**src/rtl/uart_tx_fifo.sv**
```systemverilog
// UART transmitter with a small write FIFO in front of it.
// Frames are start, DATA_BITS LSB first, optional parity, STOP_BITS stop bits.
module uart_tx_fifo #(
  parameter int CLK_FREQ   = 12000000,
  parameter int BAUD_RATE  = 9600,
  parameter int DATA_BITS  = 8,
  parameter int PARITY     = 0,
  parameter int STOP_BITS  = 1,
  parameter int FIFO_DEPTH = 4
) (
  input  logic                          clk,
  input  logic                          rst,
  input  logic                          s_valid,
  input  logic [DATA_BITS-1:0]          s_data,
  output logic                          s_ready,
  output logic                          tx,
  output logic                          tx_busy,
  output logic [$clog2(FIFO_DEPTH):0]   fifo_count,
  output logic [2:0]                    dbg_state
);
  localparam int CPB = CLK_FREQ / BAUD_RATE;
  localparam int AW  = $clog2(FIFO_DEPTH);
  localparam int BCW = (CPB > 1) ? $clog2(CPB) : 1;
  localparam int BW  = 4;

  typedef enum logic [2:0] {ST_IDLE, ST_START, ST_DATA, ST_PARITY, ST_STOP} state_t;

  // Handshake: a word moves on any rising edge where s_valid && s_ready;
  // s_ready depends only on the FIFO fill level, never on s_valid.
  logic [DATA_BITS-1:0] mem [FIFO_DEPTH];
  logic [AW-1:0]        wr_ptr, rd_ptr;
  logic [AW:0]          count;
  logic                 push, pop, have;
  logic [DATA_BITS-1:0] head;

  assign s_ready    = (count != (AW+1)'(FIFO_DEPTH));
  assign push       = s_valid && s_ready;
  assign have       = (count != '0);
  assign head       = mem[rd_ptr];
  assign fifo_count = count;

  always_ff @(posedge clk) begin
    if (push) mem[wr_ptr] <= s_data;
  end

  // Pointers wrap naturally because the depth is a power of two.
  always_ff @(posedge clk or posedge rst) begin
    if (rst) begin
      wr_ptr <= '0;
      rd_ptr <= '0;
      count  <= '0;
    end else begin
      if (push) wr_ptr <= wr_ptr + 1'b1;
      if (pop)  rd_ptr <= rd_ptr + 1'b1;
      case ({push, pop})
        2'b10:   count <= count + 1'b1;
        2'b01:   count <= count - 1'b1;
        default: ;
      endcase
    end
  end

  state_t               state, state_n;
  logic [BCW-1:0]       baud_cnt, baud_n;
  logic [BW-1:0]        bit_cnt, bit_n;
  logic [DATA_BITS-1:0] shreg, shreg_n;
  logic                 par_q, par_n;
  logic                 tx_q, tx_n;
  logic                 busy_q;
  logic                 bit_end, load;

  assign bit_end   = (baud_cnt == BCW'(CPB - 1));
  assign tx        = tx_q;
  assign tx_busy   = busy_q;
  assign dbg_state = state;

  always_ff @(posedge clk or posedge rst) begin
    if (rst) begin
      state    <= ST_IDLE;
      baud_cnt <= '0;
      bit_cnt  <= '0;
      shreg    <= '0;
      par_q    <= 1'b0;
      tx_q     <= 1'b1;
      busy_q   <= 1'b0;
    end else begin
      state    <= state_n;
      baud_cnt <= baud_n;
      bit_cnt  <= bit_n;
      shreg    <= shreg_n;
      par_q    <= par_n;
      tx_q     <= tx_n;
      busy_q   <= (state_n != ST_IDLE);
    end
  end

  // tx_n is the line level for the next bit, so tx changes exactly on bit boundaries.
  always_comb begin
    state_n = state;
    baud_n  = baud_cnt;
    bit_n   = bit_cnt;
    shreg_n = shreg;
    par_n   = par_q;
    tx_n    = tx_q;
    pop     = 1'b0;
    load    = 1'b0;
    case (state)
      ST_IDLE: begin
        tx_n = 1'b1;
        load = have;
      end
      ST_START: begin
        if (bit_end) begin
          state_n = ST_DATA;
          tx_n    = shreg[0];
        end
      end
      ST_DATA: begin
        if (bit_end) begin
          if (bit_cnt == BW'(DATA_BITS - 1)) begin
            bit_n = '0;
            if (PARITY != 0) begin
              state_n = ST_PARITY;
              tx_n    = par_q;
            end else begin
              state_n = ST_STOP;
              tx_n    = 1'b1;
            end
          end else begin
            bit_n   = bit_cnt + 1'b1;
            shreg_n = shreg >> 1;
            tx_n    = shreg[1];
          end
        end
      end
      ST_PARITY: begin
        if (bit_end) begin
          state_n = ST_STOP;
          tx_n    = 1'b1;
        end
      end
      ST_STOP: begin
        if (bit_end) begin
          if (bit_cnt == BW'(STOP_BITS - 1)) begin
            bit_n = '0;
            if (have) load = 1'b1;
            else      state_n = ST_IDLE;
          end else begin
            bit_n = bit_cnt + 1'b1;
          end
        end
      end
      default: state_n = ST_IDLE;
    endcase
    if (state != ST_IDLE) baud_n = bit_end ? '0 : baud_cnt + 1'b1;
    // Back-to-back frames reuse this path from STOP, so there is no idle gap.
    if (load) begin
      pop     = 1'b1;
      state_n = ST_START;
      baud_n  = '0;
      bit_n   = '0;
      shreg_n = head;
      par_n   = (^head) ^ (PARITY == 2);
      tx_n    = 1'b0;
    end
  end
endmodule

```
**config.mk**
```make
export PLATFORM = sky130hd
export DESIGN_NAME = uart_tx_fifo
export DESIGN_NICKNAME = d
export VERILOG_FILES = /design/src/rtl/uart_tx_fifo.sv
export SDC_FILE = /design/constraint.sdc
export NUM_CORES = 1
export LEC_CHECK = 0
export BUFFER_PORTS_ARGS = -buffer_cell sky130_fd_sc_hd__buf_2
export CAP_MARGIN = 15
export CELL_PAD_IN_SITES_DETAIL_PLACEMENT = 1
export CELL_PAD_IN_SITES_GLOBAL_PLACEMENT = 1
export CORE_ASPECT_RATIO = 0.8
export CORE_MARGIN = 5
export CORE_UTILIZATION = 44
export DETAILED_ROUTE_END_ITERATION = 6
export GPL_ROUTABILITY_DRIVEN = 1
export PLACE_DENSITY = 0.74
export SYNTH_ARGS = -nofsm -noshare
export SYNTH_HDL_FRONTEND = slang
export SYNTH_SLANG_ARGS = --single-unit
```
**constraint.sdc**
```tcl
create_clock -name clk -period 2.9 [get_ports clk]
set_input_delay 0.58 -clock clk [delete_from_list [all_inputs] [get_ports clk]]
set_output_delay 0.58 -clock clk [all_outputs]
set_load 0.02 [all_outputs]
```
======== Word level (Yosys, flattened, before mapping) ========
Memory sizes are Yosys's and may differ from the RTL's.
Index checks and enable logic that the tools add are counted.
storage, ports and cells
  flip-flop bits (word level) ............. 35
  memory bits (writable) .................. 32
  bits of input ports ..................... 11
  logic and storage cells ................. 81
  memories ................................ 1
memories
  memory  depth  width  rd ports  clocked after Yosys merged registers in  wr ports  RTL line  RTL
  mem     4      8      1         0                                        1         30        logic [DATA_BITS-1:0] mem [FIFO_DEPTH];
operators by class
  add/subtract/negate cells ............... 6
  equal/unequal tests ..................... 14
  muxes and demuxes ....................... 36
  reductions and logical operators ........ 15
operator list
  operator                 number
  $mux W11                 3
  $mux W8                  4
  $mux W3                  8
  $mux W4                  5
  $ne A3 B3 Y1 const B     5
  $pmux W3 S5              1
  $reduce_bool A3 Y1       4
  $add A11 B1 Y11 const B  1
  $eq A11 B11 Y1 const B   1
  $mux W1                  11
  $pmux W4 S2              1
  $reduce_bool A2 Y1       4
  $eq A3 B2 Y1 const B     2
  $pmux W3 S2              1
  $reduce_and A3 Y1        2
  $reduce_bool A5 Y1       1
  $add A2 B1 Y2 const B    2
  $add A4 B1 Y4 const B    1
  $eq A4 B3 Y1 const B     1
  $logic_not A4 Y1         1
  $pmux W1 S4              1
  $reduce_and A4 Y1        1
  $add A3 B1 Y3 const B    1
  $eq A3 B1 Y1 const B     1
  8 further kinds          8

======== Depth between registers and ports, before layout ========
Gate-level depths: netlist of run 1.
  depth after elaboration ................. 8
  depth in mapped cells ................... 12
  gate-level depth less buffers ........... 11

======== Worst setup path before layout of run 1 ========
No wires, ideal clock.
  path kind ............................... flip-flop to flip-flop
  start ................................... register baud_cnt[3]
  end ..................................... register count[2] (netlist: fifo_count[2])
  setup time .............................. 0.080 ns
  arrival ................................. 2.745 ns
  required time ........................... 2.820 ns
  slack ................................... 0.075 ns
  cell stages (with the launch flop) ...... 11
  buffers on the path ..................... 1
  clock period less this slack ............ 2.825 ns
  cells stage by stage .................... dfrtp_1 or4b_4 or3_4 o22ai_2 buf_2 ha_1 inv_1 fa_1 xor2_1 nor2_1 xor2_1
on the way
  word-level cells in the longest chain between the ends .. 6
  elaborated cells between the ends (all ways) .. 8
RTL lines
  what                                                      RTL line  RTL
  start, declared                                           64        logic [BCW-1:0] baud_cnt, baud_n;
  start signal, assigned                                    88        baud_cnt <= baud_n;
  $eq A11 B11 Y1 *                                          72        assign bit_end = (baud_cnt == BCW'(CPB - 1));
  $mux W1 *                                                 143       if (bit_end) begin
  $pmux W1 S2 *                                             107       case (state)
  $mux W1 *                                                 157       if (load) begin
  $eq A2 B1 Y1 / $eq A2 B2 Y1 (equally long branches)       55        case ({push, pop})
  $pmux W3 S2 / $reduce_bool A2 Y1 (equally long branches)  --
  end signal, assigned                                      56        2'b10: count <= count + 1'b1;
  end signal, assigned                                      57        2'b01: count <= count - 1'b1;
  end, declared                                             32        logic [AW:0] count;
Every way passes the cells marked *; elsewhere a longest branch is shown, timed or not.
A chain may end at the register's enable or synchronous reset.

======== Worst setup path in the final report of run 1 ========
  start ................................... register baud_cnt[4]
  end ..................................... register count[2] (netlist: fifo_count[2])
Same word-level chain as after synthesis.

==> results.toml, run 1 <==
[routing]
num_vias = 1991
wirelength_um = 6320
dr.pass1.iters = 4
wl_per_cell_um = 17.2
ant_nets = 0
drt_iter0_markers = 93
routed_via_density = 5.41
drcViolationCount = 0

[layout]
fin_area_um2 = 3530
drive_gt1_share_pct = 22.8
diodes = 0
fin_cells = 368
fin_nets = 297
area_growth_pct = 13.5
fillerInstances = 765
utilization_pct = 51.2
multi_input_area_um2 = 1210
area.sequential_um2 = 1840

[global_route]
grt_usage_pct = 15.5
grt_max_degree = 24
grt_pass1_wl_um = 10900
grt_pass1_vias = 2113
grt_overflow = 0
antenna_found_initial = 0

[yosys]
synth_cells = 246
ys_types = 52
syn_nets = 267
netlist_area_um2 = 3110
ys_seq_area_share_pct = 59.1
synth_seq_cells = 67
synth-edff-count = 32
synth_ff_type = "dfrtp_1"
synthArstFlopShare_pct = 52.2
avgSynthCellArea_um2 = 12.6
yosysWarnings = 0

[sta]
fin_skew_ns = 0.00602
hold_viol_final = 0
finalMaxSlewViolations = 0
rsz0062_at_grt = "false"
setup-violations-final = 0
timing.hold.ws_ns = 0.242
slew-limit-headroom_pct = 54.8
min_period_over_period_pct = 93.3
tightestPinTransition_ns = 0.673
max_freq_mhz = 370
setup_tns_ns = 0
period_needed_ns = 2.70

[cts]
cts_tree = "done"
cts_buffers = 9
clockBufferDepth = 2
cts_root_buffer = "clkbuf_8"
cts.sinks = 67
path_clk_slew_ns = 0.08
insertion_delay_ns = 0.34
ctsHtreeMaxLevel = 3

[outcome]
status = "finished clean"

[setup_path]
r2r-end = "fifo_count[2]$_DFFE_PP0P_"
crit_type = "reg2reg"
worstPathArrival_ns = 2.96
cp_num_cells = 9
critPathLaunchType = "register"
critPathSlowestCell = "or4b_4"
reg2regPathDepth = 9
crit_top_cell = "xor2_1"
path_buf_inv = 1
cp_data_required_time_ns = 3.16
critPathCapture = "fifo_count[2]$_DFFE_PP0P_"
critical_path.max_stage_delay_ns = 0.54
path_delay_family = "simple AND/OR/NAND/NOR gates"
ff2ff_setup_slack_ns = 0.20
r2r-start = "baud_cnt[4]$_DFFE_PP0P_"
critPathLaunch = "baud_cnt[4]$_DFFE_PP0P_"
path_cells = "or4b_4 -> or3_4 -> o22ai_4 -> ha_4 -> inv_1 -> fa_1 -> xor2_1 -> nor2_1 -> xor2_1"
end_kind = "register"
critical_path.max_fanout = 6

[die]
die-area_um2 = 8860
io_pins = 20
rows = 27
start_util_pct = 45.2
coreArea_um2 = 6890
die_h_um = 85.2
die_w_um = 104

[place]
portBuffers = 19
placed_cell_area_um2 = 3330
place_inst = 351
place_congestion = 0.830
dpl.hpwl_um = 4530

[power_and_ir_drop]
power_density_nw_per_um2 = 630
p_leak_nw = 1.41
ir_drop_mv = 0.407

[flow_run]
drv_cap = 0

[min_path]
hold_class = "in2async"
## sequential cells by signal (all words and copies together), names as in the netlist, 2 cells and up
register / count
mem: 32
baud_cnt: 11
shreg: 8
bit_cnt: 4
dbg_state: 3
fifo_count: 3
rd_ptr: 2
wr_ptr: 2
## how the worst min path moves through the flow
stage                                   startpoint                  endpoint  slack [ns]  depth (start not counted)
after global routing                           rst    bit_cnt[0]$_DFFE_PP0P_        0.29                          2
after global placement    baud_cnt[10]$_DFFE_PP0P_  baud_cnt[10]$_DFFE_PP0P_        0.48                          1
after floorplan            baud_cnt[9]$_DFFE_PP0P_   baud_cnt[9]$_DFFE_PP0P_        0.44                          1
final                                          rst   baud_cnt[5]$_DFFE_PP0P_        0.24                          2
after CTS                                      rst   baud_cnt[5]$_DFFE_PP0P_        0.24                          2
after detailed placement   baud_cnt[9]$_DFFE_PP0P_   baud_cnt[9]$_DFFE_PP0P_        0.48                          1
## layer usage
metal	vias up	part of all wire [%]	track usage (%)
met5	-	0	0
met4	0	1.2	5.65
li1	959	-	-
met2	26	44	22.5
met3	5	2.6	3.95
met1	1001	52	22.5
## cell usage after synthesis (3+ instances only)
| cell type | instances | area [um2] |
|---|---|---|
| nand2_1 | 30 | 113 |
| a21oi_1 | 4 | 20.0 |
| dfrtp_1 | 34 | 851 |
| mux4_2 | 8 | 180 |
| nand3_1 | 10 | 50.1 |
| inv_1 | 14 | 52.6 |
| mux2i_1 | 8 | 80.1 |
| o21ai_0 | 22 | 110 |
| o31ai_1 | 4 | 30.0 |
| buf_2 | 3 | 15.0 |
| xor2_1 | 3 | 26.3 |
| edfxtp_1 | 32 | 961 |
| nor2_1 | 11 | 41.3 |
| ha_1 | 9 | 113 |
| xnor2_1 | 5 | 43.8 |
| and3_1 | 5 | 31.3 |
## kinds of logic after synthesis
kind of cell / after synthesis / synth area share, %
flip-flops: 67 / 59.1
multiplexers: 19 / 9.57
AND/OR/NAND/NOR: 75 / 12.7
XOR/XNOR: 8 / 2.25
adder cells (fa/ha/maj): 10 / 4.26
AO/OA/AOI/OAI: 46 / 9.41
buffers and inverters: 21 / 2.77
## where the power goes
part | leakage (nW) | internal (mW) | switching [mW] | total (mW)
logic | 0.602 | 0.126 | 0.207 | 0.334
clock network | 0.0857 | 0.315 | 0.375 | 0.689
registers | 0.721 | 1.13 | 0.0689 | 1.20
total | 1.41 | 1.57 | 0.651 | 2.23
## cells in the final DEF (no fill, tap or decap), drive strengths merged, types with 2 or more instances in the layout
cell type   n
a22o        2
and3        5
a31oi       2
inv        17
nor2       11
xor2        3
buf        26
mux2i       8
nand2      30
a21oi       4
clkbuf      9
edfxtp     32
nand3      11
or3         3
mux4        8
o21ai      23
xnor2       5
nor3        4
mux2        3
nor3b       2
nor2b       2
clkinv      3
ha          9
o22ai       2
dfrtp      34
o31ai       4
## final cells by class
type	instances	area share [%]
Clock buffer	9	3.51
Timing Repair Buffer	26	4.18
Clock inverter	7	1.42
Multi-Input combinational cell	158	34.2
Inverter	14	1.49
Tap cell	87	3.08
Sequential cell	67	52.1
## through the flow
step / power, mW / worst slack [ns]
after floorplan: 1.43 / 0.0750
after global placement: 1.54 / 0.241
after detailed placement: 1.56 / 0.125
after CTS: 2.26 / 0.0966
after global routing: 2.36 / 0.0318
final: 2.23 / 0.195
## repair_timing
action | in CTS | in global routing
buffers inserted | 0 | 1
resized for setup | 0 | 5
hold buffers | 0 | 0
endpoints found under the setup margin | 0 | 1
(Power assumes the default switching activity.)
==> run 2: changes to the inputs <==
- GPL_TIMING_DRIVEN: not set -> 0
==> run 2 against run 1 <==
Flip-flop and latch count unchanged; combinational power barely moved; clock-buffer cell count unchanged; via count increased by 4.2%; critical endpoint unchanged.
==> results.toml, run 2 (synthesis results as in run 1) <==
[outcome]
status = "finished clean"

[routing]
drt_iter0_markers = 69
ant_nets = 0
drcViolationCount = 0
dr.pass1.iters = 5
wl_per_cell_um = 17.6
num_vias = 2074
routed_via_density = 5.46
wirelength_um = 6690

[global_route]
grt_max_degree = 36
grt_pass1_vias = 2185
antenna_found_initial = 0
grt_overflow = 0
grt_pass1_wl_um = 11000
grt_usage_pct = 15.9

[die]
die_h_um = 85.2
coreArea_um2 = 6890
io_pins = 20
rows = 27
die_w_um = 104
start_util_pct = 45.2
die-area_um2 = 8860

[layout]
largest_registers = "mem: 32 flops, baud_cnt: 11 flops, shreg: 8 flops"
fillerInstances = 717
drive_gt1_share_pct = 25.9
diodes = 0
area_growth_pct = 16.9
fin_area_um2 = 3640
final_cell_mix = "dfrtp_1, edfxtp_1, nand2_1, o21ai_0, buf_2"
largest_reg_flops = 32
fin_cells = 380
regMostFlops = "mem"
fin_nets = 309

[cts]
clockBufferDepth = 2
cts_hold_buf = 0
cts.sinks = 67
cts_tree = "done"
ctsHtreeMaxLevel = 3
path_clk_slew_ns = 0.08
insertion_delay_ns = 0.34
cts_root_buffer = "clkbuf_8"
cts_buffers = 9

[setup_path]
worstPathArrival_ns = 3.04
path_buf_inv = 2
path_delay_family = "simple AND/OR/NAND/NOR gates"
cp_data_required_time_ns = 3.16
crit_type = "reg2reg"
critPathLaunchType = "register"
critical_path.max_fanout = 4
end_kind = "register"
path_cells = "or4b_4 -> or3_4 -> o22ai_4 -> buf_6 -> ha_4 -> inv_1 -> fa_1 -> xor2_1 -> nor2_1 -> xor2_1"
crit_top_cell = "xor2_1"
critPathSlowestCell = "or4b_4"
critical_path.max_stage_delay_ns = 0.56

[power_and_ir_drop]
power_density_nw_per_um2 = 637
p_leak_nw = 1.46
ir_drop_mv = 0.466

[sta]
setup-violations-final = 0
period_needed_ns = 2.78
hold_viol_final = 0
max_freq_mhz = 360
tightestPinTransition_ns = 0.758
finalMaxSlewViolations = 0
slew-limit-headroom_pct = 49.4
fin_skew_ns = 0.00864
min_period_over_period_pct = 95.7

[place]
dpl.hpwl_um = 4580
place_congestion = 0.781
place_inst = 352
portBuffers = 19
placed_cell_area_um2 = 3320

[min_path]
hold_class = "in2async"

[flow_run]
drv_cap = 0
## run 2: layer usage
metal  routed length (um)  vias up  GRT usage (%)
met3                  253        6           4.33
li1                     -      986              -
met2                 3080       33           24.1
met5                    0        -              0
met1                 3300     1049           22.4
met4                   57        0           4.59
## run 2: report_power, final
part	switching (mW)	total [mW]	internal, mW
Sequential	0.0662	1.20	1.13
Combinational	0.210	0.336	0.126
Clock	0.381	0.782	0.401
## run 2: final cells by class
cell class	count	area, um2	area share (%)
flip-flops and latches	67	1840	50.6
plain buffers	7	40.0	1.10
well taps	87	109	2.99
inverters	14	52.6	1.44
multi-input cells	158	1210	33.3
repair buffers	31	185	5.09
clock buffers	9	124	3.40
clock inverters	7	75.1	2.06
## run 2: metrics by stage
| step | worst slack [ns] | setup TNS, ns | power (mW) | hold WS, ns | utilization (%) |
|---|---|---|---|---|---|
| CTS | 0.0100 | 0 | 2.34 | 0.393 | 51.4 |
| global route | -0.00578 | -0.00578 | 2.44 | 0.428 | 52.8 |
| finish | 0.125 | 0 | 2.32 | 0.368 | 52.8 |
| floorplan | 0.0750 | 0 | 1.43 | 0.439 | - |
| global placement | -0.245 | -0.290 | 1.53 | 0.478 | 48.1 |
| detailed placement | -0.292 | -0.366 | 1.55 | 0.480 | 48.1 |
## run 2: worst paths after layout
check,from,endpoint,slack [ns],cells after the start
max,baud_cnt[4]$_DFFE_PP0P_,fifo_count[2]$_DFFE_PP0P_,0.12,10
min,rst,baud_cnt[10]$_DFFE_PP0P_,0.37,2
max reg2reg,baud_cnt[4]$_DFFE_PP0P_,fifo_count[2]$_DFFE_PP0P_,0.12,10
min reg2reg,baud_cnt[10]$_DFFE_PP0P_,baud_cnt[10]$_DFFE_PP0P_,0.49,1
max in group asynchronous,rst,baud_cnt[4]$_DFFE_PP0P_,2.01,2
min in group clk,s_data[7],mem[3][7]$_DFFE_PP_,0.45,1
## run 2: worst register-to-register path: stages (launching register included)
cell and delay, ns:
dfrtp_2 0.42, or4b_4 0.56, or3_4 0.43, o22ai_4 0.16
buf_6 0.15, ha_4 0.13, inv_1 0.05, fa_1 0.37
xor2_1 0.15, nor2_1 0.13, xor2_1 0.15
## run 2: repair_timing
item,4_1_cts,5_1_grt
gates resized for setup,3,5
setup endpoints to repair,2,1
pin swaps,1,4
setup buffers,2,10
==> run 3: changes to the inputs <==
- PLACE_DENSITY: 0.74 -> 0.73
==> run 3 against run 2 <==
Fmax shrank 0.27%; combinational power is essentially flat; routed wire length up 2.8%; highest routed layer unchanged; sequential share of layout area increased by 0.44 points; flip-flop and latch count unchanged; final cell count shrank 1.8%; worst hold slack got worse by 0.064 ns; worst setup slack got worse by 0.0075 ns; total power down 0.16%; largest cell class unchanged; via count shrank 0.96%; clock power is essentially flat; core utilization shrank 0.49 points.
==> results.toml, run 3 (synthesis results as in run 1) <==
[sta]
tightestPinTransition_ns = 0.737
max_freq_mhz = 359
setup-violations-final = 0
min_period_over_period_pct = 96.0
finalMaxSlewViolations = 0
slew-limit-headroom_pct = 50.5
rsz0062_at_grt = "false"
period_needed_ns = 2.78
hold_viol_final = 0
fin_ws_ns = 0.117
fin_skew_ns = 0.00631

[setup_path]
path_cells = "or4b_4 -> or3_4 -> o22ai_4 -> buf_6 -> ha_1 -> inv_1 -> fa_1 -> xor2_1 -> nor2_1 -> xor2_1"
worstPathArrival_ns = 3.05
critPathSlowestCell = "or4b_4"
path_delay_family = "simple AND/OR/NAND/NOR gates"
reg2regPathDepth = 10
end_kind = "register"
crit_type = "reg2reg"
path_buf_inv = 2
critPathLaunchType = "register"
critical_path.max_fanout = 6
cp_data_required_time_ns = 3.16
crit_top_cell = "xor2_1"
r2r-start = "baud_cnt[4]$_DFFE_PP0P_"
ff2ff_setup_slack_ns = 0.12
r2r-end = "fifo_count[2]$_DFFE_PP0P_"
critical_path.max_stage_delay_ns = 0.56

[global_route]
grt_usage_pct = 16.6
grt_pass1_vias = 2143
grt_pass1_wl_um = 11500
grt_overflow = 0
grt_max_degree = 24
antenna_found_initial = 0

[layout]
largest_registers = "mem: 32 flops, baud_cnt: 11 flops, shreg: 8 flops"
area.sequential_um2 = 1840
drive_gt1_share_pct = 23.8
final_cell_mix = "dfrtp_1, edfxtp_1, nand2_1, o21ai_0, buf_2"
fin_nets = 302
largest_reg_flops = 32
area_growth_pct = 15.8
multi_input_area_um2 = 1210
utilization_pct = 52.3
regMostFlops = "mem"
diodes = 0
fillerInstances = 725
fin_area_um2 = 3600
layout_commonest_cell = "dfrtp_1"

[die]
rows = 27
coreArea_um2 = 6890
die_h_um = 85.2
die-area_um2 = 8860
start_util_pct = 45.2
die_w_um = 104
io_pins = 20

[power_and_ir_drop]
cellInternalPower_mw = 1.66
power_frac_seq_pct = 51.9
p_sw_mw = 0.655
p_leak_nw = 1.44
ir_drop_mv = 0.442
totalPowerFinal_mw = 2.32
pwr-share-comb_pct = 14.4
power_density_nw_per_um2 = 642
power_frac_clock_pct = 33.7
p_sw_share_pct = 28.3

[routing]
num_vias = 2054
drt_iter0_markers = 116
routed_via_density = 5.51
ant_nets = 0
drcViolationCount = 0
wirelength_um = 6880
wl_per_cell_um = 18.4
dr.pass1.iters = 4

[place]
dpl.hpwl_um = 4690
place_ws_ns = -0.245
placed_cell_area_um2 = 3340
place_congestion = 0.755
portBuffers = 19

[cts]
cts_tree = "done"
cts.sinks = 67
insertion_delay_ns = 0.34
cts_root_buffer = "clkbuf_8"
ctsHtreeMaxLevel = 3
path_clk_slew_ns = 0.08
clockBufferDepth = 2
cts_buffers = 9

[outcome]
status = "finished clean"

[min_path]
hold_class = "in2async"

[flow_run]
drv_cap = 0
## run 3: cell types whose count changed in the layout (fill, tap and decap cells not counted), sizes merged
cell	delta
inv	-1
clkinv	+1
buf	-7
## run 3: layout make-up
cell class / instances / share of cell area (%)
inverter: 14 / 1.46
clock inverter: 7 / 2.12
clock buffer: 9 / 3.44
tap: 87 / 3.02
sequential: 67 / 51.0
buffer: 7 / 1.11
multi-input combinational: 158 / 33.6
timing repair buffer: 24 / 4.23
## run 3: how the worst max path moves through the flow
stage	slack, ns	start	end	cells past startpoint
3_5_place_dp	-0.25	baud_cnt[3]$_DFFE_PP0P_	fifo_count[2]$_DFFE_PP0P_	10
4_1_cts	0.06	baud_cnt[3]$_DFFE_PP0P_	fifo_count[2]$_DFFE_PP0P_	10
2_1_floorplan	0.07	baud_cnt[3]$_DFFE_PP0P_	fifo_count[2]$_DFFE_PP0P_	10
5_1_grt	0.02	baud_cnt[4]$_DFFE_PP0P_	fifo_count[2]$_DFFE_PP0P_	10
3_3_place_gp	-0.23	baud_cnt[3]$_DFFE_PP0P_	fifo_count[2]$_DFFE_PP0P_	10
6_report	0.12	baud_cnt[4]$_DFFE_PP0P_	fifo_count[2]$_DFFE_PP0P_	10
## run 3: layer usage
metal  routed length [um]  part of all wire [%]  track usage, %
met1                 3440                    50            23.7
met5                    0                     0               0
met4                   64                  0.93            5.18
met3                  249                   3.6            3.80
met2                 3120                    45            25.5
## run 3: timing repair
| item | in CTS | in global routing |
|---|---|---|
| pin swaps | 1 | 1 |
| setup buffers | 2 | 2 |
| endpoints found under the setup margin | 2 | 1 |
| hold buffers | 0 | 0 |
| hold endpoints to repair | 0 | 0 |
| cloned | 0 | 0 |
| gates resized for setup | 4 | 3 |
## run 3: metrics by stage
stage	setup TNS [ns]	instances	hold slack, ns
global route	0	373	0.347
global placement	-0.256	352	0.469
detailed placement	-0.290	353	0.479
finish	0	373	0.303
CTS	0	371	0.304
floorplan	0	246	0.439
## run 3: power by group through the flow
stage / sequential [mW] / clock [mW] / combinational [mW]
finish: 1.20 / 0.780 / 0.334
global route: 1.22 / 0.832 / 0.376
CTS: 1.20 / 0.798 / 0.341
detailed placement: 1.22 / 0 / 0.331
global placement: 1.21 / 0 / 0.320
floorplan: 1.22 / 0 / 0.203
